### config.mk
export PLATFORM = sky130hd
export DESIGN_NAME = fpga_transmitter_flat
export DESIGN_NICKNAME = d
export VERILOG_FILES = /design/src/rtl/fpga_link_pkg.sv /design/src/rtl/fpga_transmitter_if.sv /design/src/rtl/piso_register.sv /design/src/rtl/fpga_transmitter.sv /design/src/flat_wrapper.sv
export SDC_FILE = /design/constraint.sdc
export NUM_CORES = 1
export LEC_CHECK = 0
export ABC_AREA = 1
export CAP_MARGIN = 0
export CORE_ASPECT_RATIO = 0.7
export CORE_MARGIN = 2
export CORE_UTILIZATION = 35
export CTS_CLUSTER_DIAMETER = 200
export DETAILED_ROUTE_END_ITERATION = 7
export DONT_BUFFER_PORTS = 1
export PLACE_DENSITY_LB_ADDON = 0.08
export SYNTH_ARGS = -nofsm -noshare
export SYNTH_HDL_FRONTEND = slang
export SYNTH_SLANG_ARGS = --single-unit
### constraint.sdc
create_clock -name clock -period 2.1 [get_ports clock]
set_input_delay 0.42 -clock clock [delete_from_list [all_inputs] [get_ports clock]]
set_output_delay 0.42 -clock clock [all_outputs]
set_load 0.05 [all_outputs]
### src/rtl/fpga_link_pkg.sv
// Shared definitions for the FPGA-to-FPGA serial link (transmitter and receiver).
package fpga_link_pkg;

    typedef enum logic [1:0] {
        IDLE         = 2'd0,
        SEND         = 2'd1,
        FINISH       = 2'd2,
        WAIT_RELEASE = 2'd3
    } link_state_e;

    localparam int LINK_WIDTH       = 8;
    localparam int LINK_ACK_TIMEOUT = 1024;
    localparam int LINK_SYNC_STAGES = 2;

    // Bits needed to hold 0..max_value; a zero maximum still gets one bit.
    function automatic int counter_width(input int max_value);
        return (max_value > 0) ? $clog2(max_value + 1) : 1;
    endfunction

endpackage

### src/rtl/fpga_transmitter_if.sv
// Local-system and link-side signals of the transmitter, bundled for connection.
interface fpga_transmitter_if import fpga_link_pkg::*; #(
    parameter int WIDTH = LINK_WIDTH
);
    logic [WIDTH-1:0] data_in;
    logic             load;
    logic             ready;
    logic             data;
    logic             send;
    logic             finish;
    logic             acknowledge;
    logic             error;

    modport master (
        input  data_in, load, acknowledge,
        output ready, data, send, finish, error
    );

    modport slave (
        output data_in, load, acknowledge,
        input  ready, data, send, finish, error
    );
endinterface

### src/rtl/piso_register.sv
// Parallel-load, shift-left register; the MSB is the next bit to go on the wire.
module piso_register #(
    parameter int WIDTH = 8
) (
    input  logic             clock,
    input  logic             reset,
    input  logic             load,
    input  logic             shift,
    input  logic [WIDTH-1:0] load_value,
    output logic             msb
);
    logic [WIDTH-1:0] shift_r;

    // Load has priority over shift; otherwise hold the contents.
    always_ff @(posedge clock or negedge reset) begin
        if (!reset) begin
            shift_r <= '0;
        end else if (load) begin
            shift_r <= load_value;
        end else if (shift) begin
            shift_r <= shift_r << 1;
        end else begin
            shift_r <= shift_r;
        end
    end

    assign msb = shift_r[WIDTH-1];
endmodule

### src/rtl/fpga_transmitter.sv
// Serialising source for the FPGA link: byte in, MSB-first bits out, four-phase ack.
module fpga_transmitter import fpga_link_pkg::*; #(
    parameter int WIDTH       = LINK_WIDTH,
    parameter int ACK_TIMEOUT = LINK_ACK_TIMEOUT,
    parameter int SYNC_STAGES = LINK_SYNC_STAGES
) (
    input  logic              clock,
    input  logic              reset,
    fpga_transmitter_if.master link
);
    localparam int                CNT_W      = counter_width(WIDTH);
    localparam int                TO_W       = counter_width(ACK_TIMEOUT);
    localparam logic [CNT_W-1:0]  LAST_BIT   = CNT_W'(WIDTH - 1);
    localparam logic [TO_W-1:0]   TO_LAST    = TO_W'((ACK_TIMEOUT > 0) ? ACK_TIMEOUT - 1 : 0);
    localparam logic [TO_W-1:0]   TO_MAX     = {TO_W{1'b1}};
    localparam bit                TO_ENABLED = (ACK_TIMEOUT > 0);

    link_state_e            state_r;
    link_state_e            state_next_s;
    logic [SYNC_STAGES-1:0] sync_r;
    logic                   ack_sync_s;
    logic [CNT_W-1:0]       bit_cnt_r;
    logic [TO_W-1:0]        to_cnt_r;
    logic                   accept_s;
    logic                   timeout_s;
    logic                   waiting_s;
    logic                   piso_msb_s;
    logic [WIDTH-1:0]       piso_load_s;

    logic ready_r, data_r, send_r, finish_r, error_r;
    logic ready_next_s, data_next_s, send_next_s, finish_next_s, error_next_s;

    // Bring the far-end acknowledge into the local clock domain.
    always_ff @(posedge clock or negedge reset) begin
        if (!reset) begin
            sync_r <= '0;
        end else begin
            sync_r <= {sync_r[SYNC_STAGES-2:0], link.acknowledge};
        end
    end

    assign ack_sync_s = sync_r[SYNC_STAGES-1];
    assign accept_s   = (state_r == IDLE) && ready_r && link.load;
    assign waiting_s  = (state_r == FINISH) || (state_r == WAIT_RELEASE);
    assign timeout_s  = TO_ENABLED && waiting_s && (to_cnt_r == TO_LAST);
    // Pre-shifted so the register MSB is always the bit after the one on the wire.
    assign piso_load_s = link.data_in << 1;

    piso_register #(.WIDTH(WIDTH)) u_piso (
        .clock      (clock),
        .reset      (reset),
        .load       (accept_s),
        .shift      (state_r == SEND),
        .load_value (piso_load_s),
        .msb        (piso_msb_s)
    );

    // State register.
    always_ff @(posedge clock or negedge reset) begin
        if (!reset) begin
            state_r <= IDLE;
        end else begin
            state_r <= state_next_s;
        end
    end

    // Next-state logic; a timeout wins over a coincident acknowledge change.
    always_comb begin
        state_next_s = state_r;
        case (state_r)
            IDLE:         state_next_s = accept_s ? SEND : IDLE;
            SEND:         state_next_s = (bit_cnt_r == LAST_BIT) ? FINISH : SEND;
            FINISH: begin
                if (timeout_s)       state_next_s = IDLE;
                else if (ack_sync_s) state_next_s = WAIT_RELEASE;
                else                 state_next_s = FINISH;
            end
            WAIT_RELEASE: begin
                if (timeout_s)        state_next_s = IDLE;
                else if (!ack_sync_s) state_next_s = IDLE;
                else                  state_next_s = WAIT_RELEASE;
            end
            default:      state_next_s = IDLE;
        endcase
    end

    // Bit and timeout counters: cleared on every state entry; timeout saturates.
    always_ff @(posedge clock or negedge reset) begin
        if (!reset) begin
            bit_cnt_r <= '0;
            to_cnt_r  <= '0;
        end else if (state_next_s != state_r) begin
            bit_cnt_r <= '0;
            to_cnt_r  <= '0;
        end else begin
            bit_cnt_r <= (state_r == SEND) ? bit_cnt_r + CNT_W'(1) : bit_cnt_r;
            to_cnt_r  <= (waiting_s && (to_cnt_r != TO_MAX)) ? to_cnt_r + TO_W'(1) : to_cnt_r;
        end
    end

    // Output values for the coming cycle, decoded from the next state.
    always_comb begin
        ready_next_s  = 1'b0;
        send_next_s   = 1'b0;
        finish_next_s = 1'b0;
        data_next_s   = 1'b0;
        error_next_s  = timeout_s;
        case (state_next_s)
            IDLE:         ready_next_s  = 1'b1;
            SEND: begin
                send_next_s = 1'b1;
                data_next_s = accept_s ? link.data_in[WIDTH-1] : piso_msb_s;
            end
            FINISH:       finish_next_s = 1'b1;
            WAIT_RELEASE: finish_next_s = 1'b0;
            default:      ready_next_s  = 1'b1;
        endcase
    end

    // Output registers, so nothing combinational reaches the pins.
    always_ff @(posedge clock or negedge reset) begin
        if (!reset) begin
            ready_r  <= 1'b1;
            data_r   <= 1'b0;
            send_r   <= 1'b0;
            finish_r <= 1'b0;
            error_r  <= 1'b0;
        end else begin
            ready_r  <= ready_next_s;
            data_r   <= data_next_s;
            send_r   <= send_next_s;
            finish_r <= finish_next_s;
            error_r  <= error_next_s;
        end
    end

    assign link.ready  = ready_r;
    assign link.data   = data_r;
    assign link.send   = send_r;
    assign link.finish = finish_r;
    assign link.error  = error_r;
endmodule

### src/flat_wrapper.sv
// flat-port wrapper written by rule: the top's interface ports become plain ports
module fpga_transmitter_flat import fpga_link_pkg::*;
#(
    parameter int WIDTH       = LINK_WIDTH,
    parameter int ACK_TIMEOUT = LINK_ACK_TIMEOUT,
    parameter int SYNC_STAGES = LINK_SYNC_STAGES
)
  (clock, reset, link_data_in, link_load, link_acknowledge, link_ready, link_data, link_send, link_finish, link_error);
  fpga_transmitter_if #(.WIDTH(WIDTH)) link_i ();
  input  logic clock;
  input  logic reset;
  input wire logic [$bits(link_i.data_in)-1:0] link_data_in;
  input wire logic [$bits(link_i.load)-1:0] link_load;
  input wire logic [$bits(link_i.acknowledge)-1:0] link_acknowledge;
  output wire logic [$bits(link_i.ready)-1:0] link_ready;
  output wire logic [$bits(link_i.data)-1:0] link_data;
  output wire logic [$bits(link_i.send)-1:0] link_send;
  output wire logic [$bits(link_i.finish)-1:0] link_finish;
  output wire logic [$bits(link_i.error)-1:0] link_error;
  assign link_i.data_in = link_data_in;
  assign link_i.load = link_load;
  assign link_i.acknowledge = link_acknowledge;
  assign link_ready = link_i.ready;
  assign link_data = link_i.data;
  assign link_send = link_i.send;
  assign link_finish = link_i.finish;
  assign link_error = link_i.error;
  fpga_transmitter #(.WIDTH(WIDTH), .ACK_TIMEOUT(ACK_TIMEOUT), .SYNC_STAGES(SYNC_STAGES)) u_core (.clock(clock), .reset(reset), .link(link_i));
endmodule
== Word-level counts from Yosys, hierarchy flattened ==
Cells that the tools add are included.
Storage, ports and cells
  register bits after elaboration: 32
  bits in latches: 0
  RAM bits: 0
  memory bits (read-only): 0
  output and inout port bits: 5
  word-level logic and storage cells: 49
  memories kept: 0
Cells by class
  $add $sub $neg: 2
  $mul: 0
  divide/modulo/power cells: 0
  $lt $le $gt $ge: 0
  equality and inequality tests: 9
  shift-type cells: 0
  multiplexer cells: 18
  bitwise operators: 0
  reduce and logical (&&, ||, !) cells: 10
Operators with widths (count)
  2-to-1 mux 11 bit: 2
  2-to-1 mux 8 bit: 2
  adder 11 x 1 -> 11 bit (second input constant): 1
  == test 11 x 10 -> 1 bit (second input constant): 1
  != test 11 bit (second input constant): 1
  2-to-1 mux 2 bit: 4
  2-to-1 mux 4 bit: 2
  one-hot mux 2 bit (4 select lines): 1
  2-to-1 mux 1 bit: 7
  == test 2 bit (second input constant): 3
  nonzero test 2 bit: 3
  adder 4 x 1 -> 4 bit (second input constant): 1
  == test 2 x 1 -> 1 bit (second input constant): 2
  == test 4 x 3 -> 1 bit (second input constant): 1
  logical AND 1 bit: 4
  logical NOT 2 bit: 2
  != test 2 bit: 1
  logical OR 1 bit: 1

== Depth between registers and ports, before layout ==
Gate-level depths: netlist of the first run.
  word-level depth: 7
  gate-level depth with buffers: 11

== Cells and area by module ==
A second synthesis of the first run with hierarchy kept.
Unflattened totals
  cells, all modules: 195
  area, all modules: 1691.6 sq um
Modules (own cells, without submodules)
  fpga_transmitter: times used 1, cells an instance 152, area each 1315.0 sq um, seq. area each 601.8 sq um
  piso_register: times used 1, cells an instance 43, area each 376.6 sq um, seq. area each 200.2 sq um

== Worst setup path before layout of the first run ==
No wires, ideal clock.
  path type: flip-flop to flip-flop
  from: register u_core.ready_r, in the netlist u_core.link.ready
  to: register u_core.to_cnt_r[8]
  library setup time: 122 ps
  arrival time: 1458 ps
  slack: 520 ps
  cell stages (with the launch flop): 8
  clock period less this slack: 1580 ps
  path through: dfstp_2 nand3_2 nand2_1 and2_4 nand3_1 nand3_4 buf_6 nor2_2
On the way
  cells in the longest elaborated chain, start to end: 6
  elaborated cells on any way between the ends: 7
  those cells by class: 1 x eq/ne; 3 x mux; 3 x reduce/logical
RTL lines
  start, declared: line fpga_transmitter.sv:30  | logic ready_r, data_r, send_r, finish_r, error_r;
  start signal, assigned: line fpga_transmitter.sv:129  | ready_r <= ready_next_s;
  logical AND 1 bit * (2 in a row): line fpga_transmitter.sv:43  | assign accept_s = (state_r == IDLE) && ready_r && link.load;
  2-to-1 mux 1 bit *: line fpga_transmitter.sv:71  | IDLE: state_next_s = accept_s ? SEND : IDLE;
  one-hot mux 2 bit (4 select lines) *: line fpga_transmitter.sv:70  | case (state_r)
  != test 2 bit *: line fpga_transmitter.sv:92  | end else if (state_next_s != state_r) begin
  2-to-1 mux 11 bit / nonzero test 2 bit (equally long branches)
  end signal, assigned: line fpga_transmitter.sv:97  | to_cnt_r <= (waiting_s && (to_cnt_r != TO_MAX)) ? to_cnt_r + TO_W'(1) : to_cnt_r;
  end, declared: line fpga_transmitter.sv:23  | logic [TO_W-1:0] to_cnt_r;
Mark *: on every way between the ends. The rest lies on a longest branch, timed or not.
A chain may end at the register's enable or synchronous reset.

== Worst setup path in the final report of the first run ==
  from: register u_core.to_cnt_r[0]
  to: register u_core.to_cnt_r[8]
On the way
  cells in the longest elaborated chain, start to end: 6
  elaborated cells on any way between the ends: 12
  those cells by class: 1 x add/sub; 3 x eq/ne; 5 x mux; 3 x reduce/logical
RTL lines
  == test 11 x 10 -> 1 bit: line fpga_transmitter.sv:45  | assign timeout_s = TO_ENABLED && waiting_s && (to_cnt_r == TO_LAST);
  logical AND 1 bit: line fpga_transmitter.sv:45
  2-to-1 mux 2 bit, on equally long branches: line fpga_transmitter.sv:79, fpga_transmitter.sv:74
  one-hot mux 2 bit (4 select lines): line fpga_transmitter.sv:70
  != test 2 bit: line fpga_transmitter.sv:92
  2-to-1 mux 11 bit / nonzero test 2 bit (equally long branches)
Several ways; a longest one is shown, not always the timed one. The select of a mux whose other input is x is not followed.

==> impl_metrics.env, run 1 <==
export IMPL_outcome="finished clean"
export IMPL_maxSlewHeadroom_pct=70.4
export IMPL_max_stage_delay_ns=0.41
export IMPL_die_h_um=59.2
export IMPL_startpoint_type="flop"
export IMPL_ant_nets=0
export IMPL_antenna_diode_count=0
export IMPL_worst_path_buf_inv=1
export IMPL_design_area_um2=1700
export IMPL_grt_pass1_vias=1049
export IMPL_rr_worst_depth=9
export IMPL_fp_dieW_um=82.8
export IMPL_clk_pin_slew_worst_paths_ns=0.07
export IMPL_hold_depth=0
export IMPL_gp_congestion=0.791
export IMPL_numPortBuffers=0
export IMPL_avgSynthCellArea_um2=8.90
export IMPL_clock_latency_ns=0.28
export IMPL_crit_slowest_cell="dfrtp_1"
export IMPL_finalNetCount=194
export IMPL_ys_ff_latch=31
export IMPL_crit_cells=9
export IMPL_numCtsBuffers=5
export IMPL_routedWlPerCell_um=11.9
export IMPL_clockBufferDepth=2
export IMPL_crit_top_cell="nand2_1"
export IMPL_layout_drive_gt1_share_pct=15.5
export IMPL_finalSetupViolCount=0
export IMPL_cp_top_family="simple AND/OR/NAND/NOR gates"
export IMPL_start_util_pct=35.8
export IMPL_p_per_area_nw_per_um2=1070
export IMPL_vias_per_cell=4.67
export IMPL_yosysWarnings=0
export IMPL_crit_chain="ha_1 -> nand2_1 -> nor2_2 -> nand3_1 -> nand2_1 -> inv_1 -> nand2_1 -> o21ai_0 -> nor2_2"
export IMPL_grt_first_pass_wirelength_um=4890
export IMPL_clock_root_buffer="clkbuf_8"
export IMPL_drc=0
export IMPL_ir_drop_mv=0.486
export IMPL_cp_end_kind="flop"
export IMPL_synth_top_area_share_pct=49.3
export IMPL_clock_sinks=31
export IMPL_ys_seq_area_share_pct=51.0
export IMPL_crit_fanout=8
export IMPL_rows=20
export IMPL_yosysTopAreaCell="dfrtp_1"
export IMPL_critical_path_class="reg -> reg"
export IMPL_final_setup_skew_ns=0.00901
export IMPL_worst_pin_slew_ns=0.445
export IMPL_syn_to_final_growth_pct=11.6
export IMPL_cap_violations=0
export IMPL_drtIter0Drc=33
export IMPL_grt_usage_pct=12.9
export IMPL_swShare_pct=38.8
export IMPL_place_area_um2=1590
export IMPL_synth_cell_types=25
export IMPL_p_leak_nw=0.759
export IMPL_p_comb_share_pct=29.3
export IMPL_fin_setup_tns_ns=0
export IMPL_hold_worst_slack_ns=0.166
export IMPL_synth_area_um2=1520
export IMPL_core_um2=4250
export IMPL_min_period_over_period_pct=87.9
export IMPL_wirelength_um=2810
export IMPL_first_pass_iters=4
export IMPL_final_hold_violation_count=0
export IMPL_drv_slew=0
export IMPL_syn_nets=185
export IMPL_die_area_um2=4900
export IMPL_seqPwrFrac_pct=46.1
export IMPL_arrival_ns=2.00
export IMPL_boundaryPins=17
export IMPL_grt_ovfl_total=0
export IMPL_max_freq_mhz=542
export IMPL_antenna_found_initial=0
export IMPL_power_switching_mw=0.707
export IMPL_cts_resized=0
export IMPL_h_tree_depth=2
export IMPL_cp_required_ns=2.26
export IMPL_grt_max_degree=32
export IMPL_p_int_mw=1.12
export IMPL_p_clk_share_pct=24.6
export IMPL_dr_total_vias=1103
export IMPL_post_route_min_period_ns=1.85
export IMPL_synth_area_leaders="dfrtp_1 49%, nand2_1 8.6%, inv_1 5.9%"
export IMPL_hp_class="in -> reg"
export IMPL_rsz0062_at_grt="no"
export IMPL_dpl_hpwl_um=1960
export IMPL_cts_tree="done"
export IMPL_netlist_instances=171
## metrics by stage
step	cells	total power, mW	util (%)	setup WS, ns
global placement	226	1.36	37.3	0.269
finish	236	1.82	39.9	0.253
CTS	236	1.84	39.9	0.241
global route	236	1.94	39.9	0.0158
detailed placement	226	1.37	37.3	0.279
floorplan	171	1.29	-	0.520
## cell families (layout without fill, tap and decap cells)
group,after synthesis,after routing,share of synthesized area (%)
simple gates,88,88,28.8
compound gates,15,15,6.16
fa+ha+maj,2,2,1.64
xor+xnor,10,10,5.75
flops,31,31,51.0
buf+inv,25,35,6.66
## routing by layer
metal	track usage, %	vias up	wire length [um]
met1	17.8	529	1530
met2	18.8	17	1140
met5	0	-	0
li1	-	552	-
met4	5.62	0	37
met3	4.32	5	107
## power groups by stage
stage               Sequential, mW  Clock (mW)  Combinational [mW]
CTS                          0.842       0.460               0.541
finish                       0.841       0.448               0.533
global route                 0.855       0.489               0.600
detailed placement           0.853           0               0.521
global placement             0.852           0               0.512
floorplan                    0.864           0               0.429
## layout make-up
class	count	area [um^2]
fillers	445	2550
flip-flops and latches	31	777
multi-input cells	115	644
inverters	24	90.1
clock buffers	7	76.3
well taps	55	68.8
repair buffers	3	37.5
clock inverters	1	5.00
## sequential cells by signal, summed over array words and instances, names as in the netlist
signal and cells:
u_core.link.send 1, u_core.sync_r 2, u_core.state_r 2, u_core.link.error 1
u_core.link.ready 1, u_core.to_cnt_r 11, u_core.link.finish 1, u_core.bit_cnt_r 4
u_core.u_piso.shift_r 7, u_core.link.data 1
## final timing paths
path,to,start,slack (ns)
max,u_core.to_cnt_r[8],u_core.to_cnt_r[0],0.25
min,u_core.sync_r[0],link_acknowledge,0.17
max reg2reg,u_core.to_cnt_r[8],u_core.to_cnt_r[0],0.25
min reg2reg,u_core.sync_r[1],u_core.sync_r[0],0.36
max in group asynchronous,u_core.link.ready,reset,1.28
min in group asynchronous,u_core.u_piso.shift_r[1],reset,0.58
## cells in the final DEF (no fill, tap or decap), types with 2 or more instances in the layout
cell	n
nor3_1	2
nand2_1	35
dfrtp_1	30
ha_1	2
clkbuf_1	2
xor2_1	9
o221ai_1	3
nor2_2	12
inv_1	24
nand3_1	11
nor2_1	19
clkbuf_8	5
o21ai_0	8
nand2_2	2
o211ai_1	2
## cell usage after synthesis (all sizes together)
master and count:
xnor2 1, dfstp 1, xor2 9, nand3 13, ha 2, o211ai 2, nand4 2, nor2 32
inv 24, dfrtp 30, o21ai 8, o221ai 3, nor3 2, nand2 37, a21oi 1, and2 1
nor3b 1, buf 1, a22oi 1
## timing repair
action	4_1_cts	5_1_grt
hold buffers	2	0
endpoints found under the hold margin	31	0
buffers inserted	0	0
Power figures use the tool's default switching activity.
==> run 2: changes to the inputs <==
--- a/config.mk
+++ b/config.mk
@@ -7,12 +7,15 @@
 export LEC_CHECK = 0
 export ABC_AREA = 1
 export CAP_MARGIN = 0
+export CELL_PAD_IN_SITES_DETAIL_PLACEMENT = 1
+export CELL_PAD_IN_SITES_GLOBAL_PLACEMENT = 2
 export CORE_ASPECT_RATIO = 0.7
 export CORE_MARGIN = 2
 export CORE_UTILIZATION = 35
 export CTS_CLUSTER_DIAMETER = 200
 export DETAILED_ROUTE_END_ITERATION = 7
 export DONT_BUFFER_PORTS = 1
+export GPL_TIMING_DRIVEN = 0
 export PLACE_DENSITY_LB_ADDON = 0.08
 export SYNTH_ARGS = -nofsm -noshare
 export SYNTH_HDL_FRONTEND = slang
==> run 2 against run 1 <==
Net effect:
- sequential share of layout area shrank 1.1 points
- final area rose by 2.5%
- highest routed layer unchanged
- die area unchanged
- clock skew is 0.0033 ns lower
- clock power up 37%
- combinational power is 2% higher
- maximum frequency about the same
==> impl_metrics.env, run 2 (synthesized netlist as in run 1, its figures left out) <==
export IMPL_dr_total_vias=1104
export IMPL_arrival_ns=2.02
export IMPL_cp_end_kind="flop"
export IMPL_crit_fanout=10
export IMPL_post_route_min_period_ns=1.85
export IMPL_h_tree_depth=2
export IMPL_drtIter0Drc=38
export IMPL_clock_root_buffer="clkbuf_8"
export IMPL_wirelength_um=3280
export IMPL_antenna_diode_count=0
export IMPL_grt_first_pass_wirelength_um=5700
export IMPL_crit_top_cell="nand2_1"
export IMPL_reg2reg_slack_ns=0.25
export IMPL_worst_path_buf_inv=1
export IMPL_ant_nets=0
export IMPL_p_int_mw=1.29
export IMPL_maxSlewHeadroom_pct=70.1
export IMPL_clock_latency_ns=0.29
export IMPL_reg_top3="u_core.to_cnt_r: 11 flops, u_core.u_piso.shift_r: 7 flops, u_core.bit_cnt_r: 4 flops"
export IMPL_grt_max_degree=32
export IMPL_rsz0062_at_grt="no"
export IMPL_final_cells=236
export IMPL_layout_commonest_cell="nand2_1"
export IMPL_routedWlPerCell_um=13.9
export IMPL_numPortBuffers=0
export IMPL_ir_drop_mv=0.616
export IMPL_fin_setup_tns_ns=0
export IMPL_grt_ovfl_total=0
export IMPL_power_switching_mw=0.737
export IMPL_cap_violations=0
export IMPL_postCtsSetupRepairBufs=0
export IMPL_die_h_um=59.2
export IMPL_grt_usage_pct=15.6
export IMPL_fp_dieW_um=82.8
export IMPL_vias_per_cell=4.68
export IMPL_cp_top_family="simple AND/OR/NAND/NOR gates"
export IMPL_antenna_found_initial=0
export IMPL_max_freq_mhz=542
export IMPL_final_cell_mix="34 x nand2_1, 30 x dfrtp_1, 24 x inv_1, 19 x nor2_1, 12 x nor2_2"
export IMPL_gp_congestion=0.748
export IMPL_drc=0
export IMPL_fillers=518
export IMPL_design_area_um2=1740
export IMPL_place_area_um2=1590
export IMPL_finalNetCount=194
export IMPL_min_period_over_period_pct=87.9
export IMPL_max_stage_delay_ns=0.38
export IMPL_syn_to_final_growth_pct=14.4
export IMPL_cts_tree="done"
export IMPL_power_total_mw=2.02
export IMPL_crit_slowest_cell="dfrtp_1"
export IMPL_regMostFlops="u_core.to_cnt_r"
export IMPL_first_pass_iters=4
export IMPL_cp_required_ns=2.28
export IMPL_seqPwrFrac_pct=42.9
export IMPL_critical_path_class="reg -> reg"
export IMPL_grt_pass1_vias=1203
export IMPL_outcome="finished clean"
export IMPL_worst_pin_slew_ns=0.448
export IMPL_p_leak_nw=0.779
export IMPL_startpoint_type="flop"
export IMPL_dp_cells=226
export IMPL_start_util_pct=35.8
export IMPL_drv_slew=0
export IMPL_p_comb_share_pct=26.7
export IMPL_rows=20
export IMPL_hp_class="in -> reg"
export IMPL_final_hold_violation_count=0
export IMPL_finalSetupViolCount=0
export IMPL_p_clk_share_pct=30.3
export IMPL_largest_reg_flops=11
export IMPL_hold_worst_slack_ns=0.159
export IMPL_crit_chain="ha_1 -> nand2_1 -> nor2_2 -> nand3_1 -> nand2_1 -> nand2_1 -> nand2_2 -> nand2_2 -> nand3_4 -> buf_6 -> nor2_2"
export IMPL_clockBufferDepth=2
export IMPL_boundaryPins=17
export IMPL_dpl_hpwl_um=2320
export IMPL_clock_sinks=31
export IMPL_die_area_um2=4900
export IMPL_final_setup_skew_ns=0.00574
export IMPL_core_um2=4250
export IMPL_clk_pin_slew_worst_paths_ns=0.06
export IMPL_layout_drive_gt1_share_pct=17.1
export IMPL_swShare_pct=36.4
export IMPL_numCtsBuffers=5
export IMPL_p_per_area_nw_per_um2=1160
run 2: cell count changes in the layout (fill, tap and decap cells not counted), sizes merged:
cell    before  now
clkbuf       7    6
bufinv       0    1
run 2: repair_timing:
item	CTS	global route
gates resized for setup	0	1
endpoints found under the hold margin	31	0
hold buffers	2	0
setup endpoints to repair	0	2
run 2: metal layers:
layer  routed length [um]  part of all wire, %  global-route usage [%]  up-vias
met5                    0                    0                       0        -
met4                   65                  2.0                    7.96        0
met3                  132                  4.0                    5.29        9
met2                 1400                   43                    22.9       17
met1                 1680                   51                    20.7      525
li1                     -                    -                       -      553
run 2: power by group through the flow:
stage,Combinational [mW],Clock [mW],Sequential (mW)
floorplan,0.429,0,0.864
global placement,0.520,0,0.878
detailed placement,0.538,0,0.883
CTS,0.560,0.634,0.871
global route,0.618,0.669,0.882
finish,0.541,0.614,0.869
run 2: path summary, 6_finish.rpt:
| kind | cells past startpoint | end | from |
|---|---|---|---|
| worst max-delay path | 11 | u_core.to_cnt_r[6] | u_core.to_cnt_r[0] |
| worst min-delay path | 0 | u_core.sync_r[0] | link_acknowledge |
| worst max register to register | 11 | u_core.to_cnt_r[6] | u_core.to_cnt_r[0] |
| worst min register to register | 0 | u_core.sync_r[1] | u_core.sync_r[0] |
| max in group asynchronous | 2 | u_core.link.ready | reset |
| min in group asynchronous | 2 | u_core.bit_cnt_r[3] | reset |
run 2: worst register-to-register path: stages, from the launching register on:
cell,delay [ns]
dfrtp_1,0.38
ha_1,0.18
nand2_1,0.09
nor2_2,0.21
nand3_1,0.16
nand2_1,0.08
nand2_1,0.08
nand2_2,0.13
nand2_2,0.08
nand3_4,0.10
buf_6,0.19
nor2_2,0.04
run 2: layout make-up:
type	count	area [um^2]	area share [%]
Multi-Input combinational cell	115	647	37.1
Tap cell	55	68.8	3.95
Clock inverter	2	35.0	2.01
Timing Repair Buffer	2	30.0	1.72
Clock buffer	6	82.6	4.74
Inverter	24	90.1	5.17
Sequential cell	31	777	44.6
Buffer	1	11.3	0.647
run 2: per-stage QoR:
step,util (%),setup slack (ns)
after floorplan,-,0.520
after detailed placement,37.4,0.182
after CTS,40.9,0.123
after global placement,37.4,0.220
final,40.9,0.254
after global routing,40.9,0.0366
